<file path="config.mk">
export PLATFORM = sky130hd
export DESIGN_NAME = sdram_arbiter
export DESIGN_NICKNAME = d
export VERILOG_FILES = /design/src/rtl/sdram_pkg.sv /design/src/rtl/sdram_arbiter.sv
export SDC_FILE = /design/constraint.sdc
export NUM_CORES = 1
export LEC_CHECK = 0
export CAP_MARGIN = 20
export CORE_MARGIN = 5
export CORE_UTILIZATION = 27
export CTS_CLUSTER_DIAMETER = 50
export CTS_CLUSTER_SIZE = 14
export DETAILED_ROUTE_END_ITERATION = 10
export MAX_ROUTING_LAYER = met4
export PLACE_DENSITY = 0.93
export SLEW_MARGIN = 20
export SYNTH_ARGS = -nofsm -noshare
export SYNTH_HDL_FRONTEND = slang
export SYNTH_SLANG_ARGS = --single-unit
</file>
<file path="constraint.sdc">
create_clock -name clk -period 2.08 [get_ports clk]
set_input_delay 0.208 -clock clk [delete_from_list [all_inputs] [get_ports clk]]
set_output_delay 0.208 -clock clk [all_outputs]
set_load 0.03 [all_outputs]
</file>
<file path="src/rtl/sdram_pkg.sv">
// Shared SDRAM definitions: command encodings {cs_n,ras_n,cas_n,we_n}, arbiter
// FSM states and default bus widths.
package sdram_pkg;

  localparam int ADDR_W_DEF = 13;
  localparam int BANK_W_DEF = 2;

  typedef logic [3:0] cmd_t;

  localparam cmd_t CMD_NOP   = 4'b0111;
  localparam cmd_t CMD_PREC  = 4'b0010;
  localparam cmd_t CMD_AREF  = 4'b0001;
  localparam cmd_t CMD_ACT   = 4'b0011;
  localparam cmd_t CMD_WRITE = 4'b0100;
  localparam cmd_t CMD_READ  = 4'b0101;

  typedef enum logic [2:0] {
    ST_IDLE  = 3'd0,
    ST_ARBIT = 3'd1,
    ST_AREF  = 3'd2,
    ST_WRITE = 3'd3,
    ST_READ  = 3'd4
  } arb_state_t;

endpackage

</file>
<file path="src/rtl/sdram_arbiter.sv">
// Fixed-priority SDRAM command arbiter (refresh > write > read); grant one cycle after ARBIT
// samples a request, held until the owner's *_end pulse (no preemption); pins muxed from state.
module sdram_arbiter
  import sdram_pkg::*;
#(
  parameter int ADDR_W = ADDR_W_DEF,
  parameter int BANK_W = BANK_W_DEF
) (
  input  logic              clk,
  input  logic              rst,
  input  logic              init_end,
  input  logic [3:0]        init_cmd,
  input  logic [BANK_W-1:0] init_bank,
  input  logic [ADDR_W-1:0] init_addr,
  input  logic              aref_req,
  input  logic              aref_end,
  input  logic [3:0]        aref_cmd,
  input  logic [BANK_W-1:0] aref_bank,
  input  logic [ADDR_W-1:0] aref_addr,
  output logic              aref_en,
  input  logic              wr_req,
  input  logic              wr_end,
  input  logic [3:0]        wr_cmd,
  input  logic [BANK_W-1:0] wr_bank,
  input  logic [ADDR_W-1:0] wr_addr,
  output logic              wr_en,
  input  logic              rd_req,
  input  logic              rd_end,
  input  logic [3:0]        rd_cmd,
  input  logic [BANK_W-1:0] rd_bank,
  input  logic [ADDR_W-1:0] rd_addr,
  output logic              rd_en,
  output logic              sdram_cs_n,
  output logic              sdram_ras_n,
  output logic              sdram_cas_n,
  output logic              sdram_we_n,
  output logic [BANK_W-1:0] sdram_ba,
  output logic [ADDR_W-1:0] sdram_addr
);

  arb_state_t state, state_nxt;
  cmd_t       cmd_mux;

  always_ff @(posedge clk) begin
    if (rst) state <= ST_IDLE;
    else     state <= state_nxt;
  end

  always_comb begin
    state_nxt = state;
    case (state)
      ST_IDLE:  if (init_end) state_nxt = ST_ARBIT;
      ST_ARBIT: begin
        if (aref_req)    state_nxt = ST_AREF;
        else if (wr_req) state_nxt = ST_WRITE;
        else if (rd_req) state_nxt = ST_READ;
      end
      ST_AREF:  if (aref_end) state_nxt = ST_ARBIT;
      ST_WRITE: if (wr_end)   state_nxt = ST_ARBIT;
      ST_READ:  if (rd_end)   state_nxt = ST_ARBIT;
      default:  state_nxt = ST_IDLE;
    endcase
  end

  // ARBIT drives a NOP with all-ones bank/address so the bus is never left floating between grants.
  always_comb begin
    aref_en    = 1'b0;
    wr_en      = 1'b0;
    rd_en      = 1'b0;
    cmd_mux    = CMD_NOP;
    sdram_ba   = '1;
    sdram_addr = '1;
    case (state)
      ST_IDLE: begin
        cmd_mux    = init_cmd;
        sdram_ba   = init_bank;
        sdram_addr = init_addr;
      end
      ST_AREF: begin
        aref_en    = 1'b1;
        cmd_mux    = aref_cmd;
        sdram_ba   = aref_bank;
        sdram_addr = aref_addr;
      end
      ST_WRITE: begin
        wr_en      = 1'b1;
        cmd_mux    = wr_cmd;
        sdram_ba   = wr_bank;
        sdram_addr = wr_addr;
      end
      ST_READ: begin
        rd_en      = 1'b1;
        cmd_mux    = rd_cmd;
        sdram_ba   = rd_bank;
        sdram_addr = rd_addr;
      end
      default: ;
    endcase
  end

  assign {sdram_cs_n, sdram_ras_n, sdram_cas_n, sdram_we_n} = cmd_mux;

endmodule

</file>
# Word-level counts from Yosys, hierarchy flattened
# Cells that the tools add are included.
[classes] n_reduce_logical=2 mux=14 eq_ne=9
[op_table] op="13-bit case mux with 4 select lines" n=1
[op_table] op="3-bit two-way mux" n=7
[op_table] op="4-bit case mux with 4 select lines" n=1
[op_table] op="3-bit case mux with 5 select lines" n=1
[op_table] op="2-bit inequality test (second input constant)" n=4
[op_table] op="2-bit case mux with 4 select lines" n=1
[op_table] op="3-bit by 2-bit equality test with 1-bit output (second input constant)" n=2
[op_table] op="5-bit AND reduction" n=1
[op_table] op="4-bit inequality test (second input constant)" n=1
[op_table] op="3-bit by 1-bit equality test with 1-bit output (second input constant)" n=1
[op_table] op="3-bit equality test (second input constant)" n=1
[op_table] op="3-bit zero test" n=1
[op_table] op="1-bit two-way mux" n=3
[word_totals] regBits=3 elab_cells=26 input_bits=85

# Depth between registers and ports, before layout
# Gate-level depths: netlist (run 1).
[logic_depth] word_depth=4 depth_mapped=6 mapped_depth_nobuf=4

# Worst setup path after synthesis (run 1)
# No wires, ideal clock.
[synth_timing] kind="reg2out" start="register state[0]" end="output sdram_cs_n" path_stages_with_launch=7 setup_slack_ns=0.298 t_required_ns=1.872 arrival_time_ns=1.574 path_cell_list="dfxtp_1 > buf_6 > or3b_1 > buf_6 > inv_1 > a2bb2oi_1 > o21ai_0"
[synth_via] elab_chain_len=2 word_cells_on_any_way=5 cone_classes="3 x eq/ne; 1 x mux; 1 x reduce/logical"
[synth_lines] item="start: declaration" line_no="sdram_arbiter.sv:41" rtl="arb_state_t state, state_nxt;"
[synth_lines] item="start signal: assignment" line_no="sdram_arbiter.sv:46" rtl="else state <= state_nxt;"
[synth_lines] item="3-bit equality test, or another cell as far along" line_no="sdram_arbiter.sv:73" rtl="case (state)"
[synth_lines] item="4-bit case mux with 4 select lines *" line_no="sdram_arbiter.sv:73"
[synth_lines] item="end: declaration" line_no="sdram_arbiter.sv:33" rtl="output logic sdram_cs_n,"
# Every way passes the cells marked *; elsewhere a longest branch is shown, timed or not.

# Worst setup path after layout (run 1)
[layout_timing] start="register state[0]" end="output rd_en"
[layout_via] elab_chain_len=2
[layout_lines] item="3-bit equality test" line_no="sdram_arbiter.sv:73"
[layout_lines] item="1-bit two-way mux" line_no="sdram_arbiter.sv:73"
[layout_lines] item="end: declaration" line_no="sdram_arbiter.sv:32" rtl="output logic rd_en,"
# No other way between the ends.

==> results of run 1 <==
-- final cells by class --
type                    instances  area [sq um]  area share, %
multi-input cells              98           658           35.4
clock buffers                   4          26.3           1.42
inverters                       3          11.3          0.606
flip-flops and latches          3          60.1           3.23
well taps                      31          38.8           2.09
repair buffers                113          1060           57.2
-- stage by stage --
stage	util, %	instances
final	66.2	252
after global routing	66.2	252
after CTS	66.2	252
after detailed placement	65.3	248
after global placement	65.3	248
after floorplan	-	116
-- cell usage after synthesis --
library cell and n:
a2111oi_0 1, inv_1 3, buf_2 3, or3_1 1, or2_2 2, nor2_1 21, o22ai_1 18, nor3b_1 10
o32a_1 1, a2bb2oi_1 1, nor3_1 11, mux2_2 18, mux2i_1 1, nand2b_1 4, buf_6 3, nand2_1 3
a211oi_1 2, clkbuf_1 6, nor2b_1 1, dfxtp_1 3, a31oi_1 1, or3b_1 1, o21ai_0 1
-- report_power, final --
part           total [mW]  switching [mW]  leakage, nW  internal, mW
clock               0.106          0.0336       0.0150        0.0721
sequential         0.0664         0.00391       0.0246        0.0625
combinational       0.595           0.281        0.672         0.314
total               0.767           0.318        0.712         0.449
-- cell families after synthesis --
family                 synth area share [%]
buffers and inverters                  10.3
flip-flops                             7.50
AND/OR/NAND/NOR                        34.8
AO/OA/AOI/OAI                          20.8
multiplexers                           26.6
-- worst max-delay path by stage --
stage	to	slack, ps	startpoint	cells past startpoint
floorplan	sdram_cs_n	300	state[0]	6
global placement	sdram_cs_n	240	aref_cmd[3]	5
detailed placement	sdram_cs_n	210	aref_cmd[3]	5
CTS	rd_en	150	state[0]	3
global route	rd_en	70	state[0]	3
finish	rd_en	150	state[0]	3
-- worst max-delay path: cells and delay by family, from the launching register on --
| kind | cells | cell delay, ps |
|---|---|---|
| flops | 1 | 330 |
| buf+inv | 2 | 750 |
| simple gates | 1 | 400 |
-- what timing repair did --
| item | in CTS | in global routing |
|---|---|---|
| hold buffers | 0 | 0 |
| gates resized for setup | 1 | 0 |
| endpoints found under the setup margin | 1 | 0 |
-- routing by layer --
metal / vias to the layer above / wire length [um] / share of wire [%] / global-route usage [%]
met3: 2 / 178 / 4.6 / 3.45
met2: 35 / 2190 / 56 / 34.0
met1: 566 / 1490 / 38 / 20.2
li1: 640 / - / - / -
met4: 0 / 16 / 0.41 / 3.17
met5: - / 0 / 0 / -
==> summary.md, run 1 <==
| Metric | Value |
|---|---|
| Crit Reg-Reg Startpoint | state[2] |
| TritonCTS clock tree | built |
| Most frequent cells in the layout | clkdlybuf4s50_1, buf_4, nor2_1, mux2_2, o22ai_1 |
| Clock sink count | 3 |
| Port bufs | ~110 |
| Critical Path, Cell by Cell | or3b_1 -> inv_1 -> clkdlybuf4s50_1 |
| CP max stage cell | clkdlybuf4s50_1 |
| Crit-path max cell delay | 670 ps |
| RSZ-0062 raised after global routing | false |
| Core area | ~2800 sq um |
| Final-layout fill cell count | around 250 |
| WL per Instance | approximately 15 um |
| Seq cells post-synth | 3 |
| # rows | 19 |
| FF-to-FF End | state[2] |
| Top Registers | state (3) |
| Worst Max-Slew Pin Slew | ~460 ps |
| Vias | 1243 |
| Min cycle time layout | roughly 1900 ps |
| Routed WL | just under 4 mm |
| Post-synth top area cell | mux2_2 |
| Pre-CTS WS | 213 ps |
| Initial antenna violation count | 0 |
| Final Total Pwr | approximately 0.77 mW |
| Fin worst setup slack | roughly 150 ps |
| Worst hold endpoint | state[2] |
| Outcome | finished, final reports clean |
| Library cells used by synthesis | 23 |
| Post-route cell area | around 1900 sq um |
| Avg Inst Size Synth | 6.90 sq um |
| DP Area | ~1800 sq um |
| Critical Path AT | 1720 ps |
| Die width | about 64 um |
| Clock transition at path regs | about 40 ps |
| Setup Skew | between 0.9 and 1 ps |
| Crit end category | output port |
| Sequential share of the synthesized area | 7.50% |
| Mapped Nets | between 200 and 250 |
| Post-CTS Repair Setup Buffers | 0 |
| Clk root buf | clkbuf_4 |
| Required @ worst endpoint | about 1900 ps |
| Min-Delay Path Class | input pin to flop |
| Final hold slack | slightly below 600 ps |
| R2R Setup Slk | a little over 700 ps |
| Area grow syn2layout | 132% |
| Clk buf depth | 2 |
| Period utilisation layout | between 90% and 100% |
| # diodes | 0 |
| Drt pass-1 iters | 4 |
| WHS Path Cells | 2 |
| Area share of the largest cell type after synthesis | between 20% and 30% |
| Io pins | 107 |
| R2R cell count | 5 |
| PwrDens | ~410 nW/um^2 |
| Crit path max fanout | 5 |
| Crit path kind | flop to output port |
| Final setup violation count | 0 |
| Commonest non-fill, non-tap cell in the layout | clkdlybuf4s50_1 |
| TNS Setup | 0 ps |
| Setup crit start kind | flop |
| Worst skew pair latency | approximately 240 ps |
| Biggest register | state |
| Die ar. | approximately 4200 sq um |
| Max FFs per register | 3 |
| Min-delay src | rst |
| Slew Limit Fails | 0 |
| Htree depth | 1 |
| ANT nets after route | 0 |
| Die height | ~64 um |
| Detailed Route Iter0 Violations | 37 |
| Warnings, synthesis | 0 |
| Final Wtd Congestion | around 0.87 |
| Detailed placer's ending HPWL | ~3.2 mm |
| Synth area leaders | mux2_2, o22ai_1, nor2_1 |
| Post-Syn Instances | around 120 |
| Gr usage total | between 10% and 20% |
| Vias in the first global route | around 1.2k |
| Leak | about 0.7 nW |
| First-pass GRT wire length | ~5.9 mm |
| Layout cell share with drive strength beyond 1 | about 23% |
| Layout Nets | between 300 and 400 |
| FMAX | between 500 and 600 MHz |
| Via density | about 5 |
| Largest net degree at the start of global routing | 23 |
| Worst vdd ir | 0.163 mV |
| Grt total ovfl | 0 |
| Final Hold Viols | 0 |
| # Max-Cap Violations | 0 |
| Residual DRC | 0 |
| Max-slew headroom at the worst pin | 69.4% |
| Mapped cell area | between 800 and 900 sq um |
| CTS Buf Count | 3 |
| Initial Utilization | between 20% and 30% |
Note: power is estimated with default switching activity, not from simulation.
==> inputs of run 2 (changes only) <==
--- a/config.mk
+++ b/config.mk
@@ -7,12 +7,13 @@
 export LEC_CHECK = 0
 export CAP_MARGIN = 20
 export CORE_MARGIN = 5
-export CORE_UTILIZATION = 27
+export CORE_UTILIZATION = 28
+export CTS_BUF_LIST = sky130_fd_sc_hd__clkbuf_8
 export CTS_CLUSTER_DIAMETER = 50
 export CTS_CLUSTER_SIZE = 14
 export DETAILED_ROUTE_END_ITERATION = 10
 export MAX_ROUTING_LAYER = met4
-export PLACE_DENSITY = 0.93
+export PLACE_DENSITY = 0.95
 export SLEW_MARGIN = 20
 export SYNTH_ARGS = -nofsm -noshare
 export SYNTH_HDL_FRONTEND = slang
==> run 2 against run 1 <==
  * Worst hold slack improved by 4.6 ps
  * Register-to-register slack got worse by 40 ps
  * Via count increased by 1.9%
  * Non-clock buffer count unchanged
  * First-iteration DRC count increased by 68%
  * Total power increased by 8.3%
  * Die area decreased by 3.0%
  * Design area increased by 1.0%
  * Count of clock-buffer cells in the layout decreased by 1
  * Combinational power about the same
  * Final cell count unchanged
  * Critical path type unchanged
  * Largest cell class unchanged
  * Largest power group unchanged
  * Highest routed layer unchanged
==> summary.md, run 2 (synthesis gave the netlist of run 1 again) <==
| Metric | Value |
|---|---|
| Final Hold Viols | 0 (unchanged) |
| CTS Buf Count | 3 (unchanged) |
| Residual DRC | 0 (unchanged) |
| R2R Setup Slk | 680 ps (-40 ps) |
| Routed WL | 4.01 mm (+3.4%) |
| Port bufs | 106 (unchanged) |
| Clock power frac | 19.8% (+6.0 points) |
| Detailed placer's ending HPWL | 3.21 mm (-0.22%) |
| Detailed Route Iter0 Violations | 62 (+68%) |
| Die height | 63.5 um (-1.5%) |
| Max-slew headroom at the worst pin | 71.9% (+2.5 points) |
| Psw | 0.328 mW (+3.1%) |
| Logic gate share of total power | 72.0% (-5.6 points) |
| Critical path startpoint | state[0] |
| Layout Nets | 307 (unchanged) |
| Leak | 0.724 nW (+1.7%) |
| Clk buf depth | 2 (unchanged) |
| FF-to-FF End | state[0] |
| Final Wtd Congestion | 0.913 (+5.0%) |
| R2R cell count | 4 (-1) |
| Critical Path AT | 1720 ps (about the same) |
| Setup Skew | 0.110 ps (-0.847 ps) |
| Layout cell share with drive strength beyond 1 | 22.6% (unchanged) |
| Min-delay src | state[0] |
| Crit Reg-Reg Startpoint | state[0] |
| Placed cells | 248 (unchanged) |
| RSZ-0062 raised after global routing | false |
| Area grow syn2layout | 134% |
| Worst skew pair latency | 210 ps (-30 ps) |
| Die ar. | 4030 sq um (-3.0%) |
| Core area | 2760 sq um (-1.7%) |
| Worst Max-Slew Pin Slew | 411 ps (-47.6 ps) |
| Min-Delay Path Class | flop to flop |
| Required @ worst endpoint | 1870 ps (about the same) |
| Top Registers | state (3) |
| Drt pass-1 iters | 4 (unchanged) |
| Worst hold endpoint | state[1] |
| Setup crit start kind | flop |
| Via density | 5.02 (+1.9%) |
| Crit-path max cell delay | 660 ps (about the same) |
| Crit path kind | flop to output port |
| # diodes | 0 (unchanged) |
| Commonest non-fill, non-tap cell in the layout | clkdlybuf4s50_1 |
| Final Total Pwr | 0.830 mW (+8.3%) |
| Die width | 63.5 um (-1.5%) |
| First-pass GRT wire length | 6.12 mm (+3.5%) |
| Clk root buf | clkbuf_8 |
| Post-route cell area | 1880 sq um (+1.0%) |
| Non-Filler Instances | 252 (unchanged) |
| Proportion of power drawn by flip-flops and latches | 8.1% (-0.6 points) |
| TNS Setup | 0 ps (unchanged) |
| Worst vdd ir | 0.348 mV (+110%) |
| Period utilisation layout | 92.5% (-0.20 points) |
| Clock sink count | 3 (unchanged) |
| Crit path max fanout | 7 (+2) |
| Initial antenna violation count | 0 (unchanged) |
| Sw frac | 39.5% (-2.0 points) |
| # rows | 19 (unchanged) |
| Largest net degree at the start of global routing | 22 (-4.3%) |
| Most frequent cells in the layout | clkdlybuf4s50_1, buf_4, nor2_1, mux2_2, o22ai_1 |
| Max FFs per register | 3 (unchanged) |
| Vias in the first global route | 1268 (+1.5%) |
| Htree depth | 1 (unchanged) |
| CP max stage cell | clkdlybuf4s50_1 |
| Io pins | 107 (unchanged) |
| FMAX | 519 MHz (+0.21%) |
| CTS resizes | 1 (unchanged) |
| DP Area | 1830 sq um (unchanged) |
| Internal power | 0.502 mW (+12%) |
| PwrDens | 443 nW/um^2 (+7.2%) |
| Critical Path, Cell by Cell | or3b_1 -> inv_1 -> clkdlybuf4s50_1 |
| Post-CTS Repair Setup Buffers | 0 (unchanged) |
| ANT nets after route | 0 (unchanged) |
| Biggest register | state |
| Grt total ovfl | 0 (unchanged) |
| Gr usage total | 19.2% (+0.96 points) |
| WHS Path Cells | 2 (unchanged) |
| WL per Instance | 15.9 um (+3.4%) |
| Initial Utilization | 29.0% (+0.49 points) |
| Outcome | finished, final reports clean |
| Min cycle time layout | 1920 ps (-4.09 ps) |
| Crit end category | output port |
| Final setup violation count | 0 (unchanged) |
| Vias | 1266 (+1.9%) |
| Slew Limit Fails | 0 (unchanged) |
| TritonCTS clock tree | built |
| # Max-Cap Violations | 0 (unchanged) |
| Clock transition at path regs | 30 ps (about the same) |
| Hold_buf cts | 0 (unchanged) |
[run 2: worst max path at each step]
stage          slack, ps  cells past startpoint         end
6_report             160                      3       rd_en
5_1_grt               60                      3       rd_en
2_1_floorplan        300                      6  sdram_cs_n
3_3_place_gp         220                      5  sdram_cs_n
4_1_cts              150                      3       rd_en
3_5_place_dp         220                      5  sdram_cs_n
[run 2: through the flow]
| step | utilization (%) | worst slack, ps | hold slack, ps |
|---|---|---|---|
| 6_report | 68.0 | 155 | 597 |
| 5_1_grt | 68.0 | 59.5 | 612 |
| 4_1_cts | 68.0 | 153 | 594 |
| 3_5_place_dp | 66.4 | 217 | 593 |
| 3_3_place_gp | 66.4 | 224 | 583 |
| 2_1_floorplan | - | 298 | 284 |
[run 2: cell type report]
type	instances	area, sq um
timing repair buffer	113	1060
tap	31	38.8
inverter	3	11.3
sequential	3	60.1
multi-input combinational	98	658
fill	244	882
clock inverter	1	3.75
clock buffer	3	41.3
[run 2: power by group through the flow]
stage / registers, mW / logic (mW) / clock network [mW]
3_3_place_gp: 0.0672 / 0.591 / 0
5_1_grt: 0.0688 / 0.635 / 0.174
3_5_place_dp: 0.0683 / 0.598 / 0
4_1_cts: 0.0674 / 0.600 / 0.165
6_report: 0.0676 / 0.598 / 0.165
2_1_floorplan: 0.0656 / 0.311 / 0
[run 2: critical path, delay by kind of cell (launching register included)]
family	cells	cell delay [ps]
buf+inv	2	740
simple gates	1	400
flops	1	350
[run 2: routing by layer]
metal  up-vias  GRT usage [%]  wire length (um)
met2        44           33.6              2230
met5         -              -                 0
met1       579           22.0              1540
met4         0           5.19                34
met3         4           3.73               204
li1        639              -                 -
==> inputs of run 3 (changes only) <==
--- a/config.mk
+++ b/config.mk
@@ -6,7 +6,7 @@
 export NUM_CORES = 1
 export LEC_CHECK = 0
 export CAP_MARGIN = 20
-export CORE_MARGIN = 5
+export CORE_MARGIN = 3
 export CORE_UTILIZATION = 28
 export CTS_BUF_LIST = sky130_fd_sc_hd__clkbuf_8
 export CTS_CLUSTER_DIAMETER = 50
==> run 3 against run 2 <==
  * Critical path type unchanged
  * Worst hold slack better by 8.3 ps
  * Via count up 1.1%
  * Critical path depth is the same
  * Total power decreased by 0.58%
  * Die area decreased by 12%
  * Global-route usage up 2.4 points
  * Wire length fell by 6.0%
  * Sequential power down 2%
==> summary.md, run 3 (synthesis gave the netlist of run 1 again) <==
| Metric | Value |
|---|---|
| Outcome | finished, final reports clean |
| TritonCTS clock tree | built |
| Initial antenna violation count | 0 (unchanged) |
| Biggest register | state |
| Die ar. | 3540 sq um (-12%) |
| Final core occ | 72.8% (+4.8 points) |
| Final Wtd Congestion | 0.785 (-14%) |
| Max-slew headroom at the worst pin | 70.9% (-0.99 points) |
| Routed WL | 3.77 mm (-6.0%) |
| PwrDens | 438 nW/um^2 (-1.1%) |
| Layout Nets | 308 (+0.33%) |
| Critical Path, Cell by Cell | or3b_1 -> inv_1 -> clkdlybuf4s50_1 |
| # diodes | 0 (unchanged) |
| Core area | 2590 sq um (-6.1%) |
| Non-Filler Instances | 252 (unchanged) |
| Worst Max-Slew Pin Slew | 437 ps (+25.5 ps) |
| RSZ-0062 raised after global routing | false |
| Final setup violation count | 0 (unchanged) |
| Top Registers | state (3) |
| DP Area | 1840 sq um (+0.34%) |
| Clock sink count | 3 (unchanged) |
| CP max stage cell | clkdlybuf4s50_1 |
| Largest net degree at the start of global routing | 26 (+18%) |
| Multi-input gate area | 658 sq um (unchanged) |
| Fin worst setup slack | 151 ps (-4.10 ps) |
| Grt total ovfl | 0 (unchanged) |
| # Max-Cap Violations | 0 (unchanged) |
| Via density | 5.08 (+1.1%) |
| Final hold slack | 605 ps (+8.29 ps) |
| Max FFs per register | 3 (unchanged) |
| First-pass GRT wire length | 5.75 mm (-6.1%) |
| Die height | 59.5 um (-6.3%) |
| FMAX | 518 MHz (-0.21%) |
| Clock transition at path regs | 30 ps (about the same) |
| ANT nets after route | 0 (unchanged) |
| Detailed placer's ending HPWL | 3.06 mm (-4.8%) |
| Clk root buf | clkbuf_8 |
| Crit path max fanout | 4 (-3) |
| Leak | 0.739 nW (+2.0%) |
| Crit end category | output port |
| Detailed Route Iter0 Violations | 32 (-48%) |
| Post-CTS Repair Setup Buffers | 0 (unchanged) |
| Post-route cell area | 1890 sq um (+0.53%) |
| Vias in the first global route | 1305 (+2.9%) |
| Min-Delay Path Class | input pin to flop |
| Area grow syn2layout | 135% |
| Clk buf depth | 2 (unchanged) |
| Htree depth | 1 (unchanged) |
| Port bufs | 106 (unchanged) |
| Crit-path leading delay family | buffers and inverters |
| Vias | 1280 (+1.1%) |
| Worst path buffer plus inverter count | 2 (unchanged) |
| Final-layout fill cell count | 217 (-11%) |
| Gr usage total | 21.6% (+2.4 points) |
| TNS Setup | 0 ps (unchanged) |
| Crit-path max cell delay | 670 ps (about the same) |
| Final Total Pwr | 0.825 mW (-0.58%) |
| Crit path kind | flop to output port |
| Worst vdd ir | 0.321 mV (-7.7%) |
| Required @ worst endpoint | 1870 ps (about the same) |
| Placed cells | 248 (unchanged) |
| Final Hold Viols | 0 (unchanged) |
| Initial Utilization | 30.9% (+1.9 points) |
| Io pins | 107 (unchanged) |
| Setup Skew | 3.45 ps (+3.34 ps) |
| Slew Limit Fails | 0 (unchanged) |
| Worst skew pair latency | 220 ps (about the same) |
| WL per Instance | 15.0 um (-6.0%) |
| CTS Buf Count | 3 (unchanged) |
| # rows | 18 (-1) |
| Period utilisation layout | 92.7% (+0.20 points) |
| Most frequent cells in the layout | clkdlybuf4s50_1, buf_4, nor2_1, mux2_2, o22ai_1 |
| Setup crit start kind | flop |
| Layout cell share with drive strength beyond 1 | 23.0% (+0.35 points) |
| Min cycle time layout | 1930 ps (+4.10 ps) |
| Commonest non-fill, non-tap cell in the layout | clkdlybuf4s50_1 |
| Die width | 59.5 um (-6.3%) |
| Residual DRC | 0 (unchanged) |
| Pre-CTS WS | 232 ps (+14.8 ps) |
| Drt pass-1 iters | 4 (unchanged) |
| Critical Path AT | 1720 ps (about the same) |
| Reg area | 60.1 sq um (unchanged) |
run 3: cell count changes in the layout (fill, tap and decap cells not counted):
cell / before / now
buf_4: 27 / 28
dlygate4sd2_1: 1 / 0
dlymetal6s2s_1: 0 / 1
run 3: metal layers:
layer	track usage [%]	wire, um	vias to the layer above
met5	-	0	-
met4	5.18	0	0
met3	4.79	256	0
met2	40.4	2100	42
met1	22.5	1420	599
li1	-	-	639
run 3: worst paths after layout:
path	slack [ps]	endpoint	from	cells after the start
max reg2reg	740	state[2]	state[2]	5
min	610	state[2]	rst	2
min reg2reg	640	state[1]	state[2]	2
max	150	rd_en	state[2]	3
run 3: report_power, final:
group	leakage (nW)	internal, mW	switching, mW
sequential	0.0246	0.0626	0.00385
combinational	0.687	0.316	0.280
clock	0.0269	0.126	0.0375
total	0.739	0.504	0.321
run 3: worst register-to-register path: stages, from the launching register on:
cell and delay [ps]:
dfxtp_1 320, buf_4 160, nand2b_1 150, buf_4 170, o32a_1 330, nor3_1 120
run 3: final cells by class:
type,count,share of cell area (%)
Clock buffer,3,2.19
Sequential cell,3,3.19
Multi-Input combinational cell,98,34.9
Inverter,3,0.597
Timing Repair Buffer,114,56.9
Clock inverter,1,0.199
Tap cell,30,1.99
run 3: repair_timing:
item,in CTS,in global routing
setup endpoints to repair,0,1
hold buffers,0,0
resized for setup,0,1
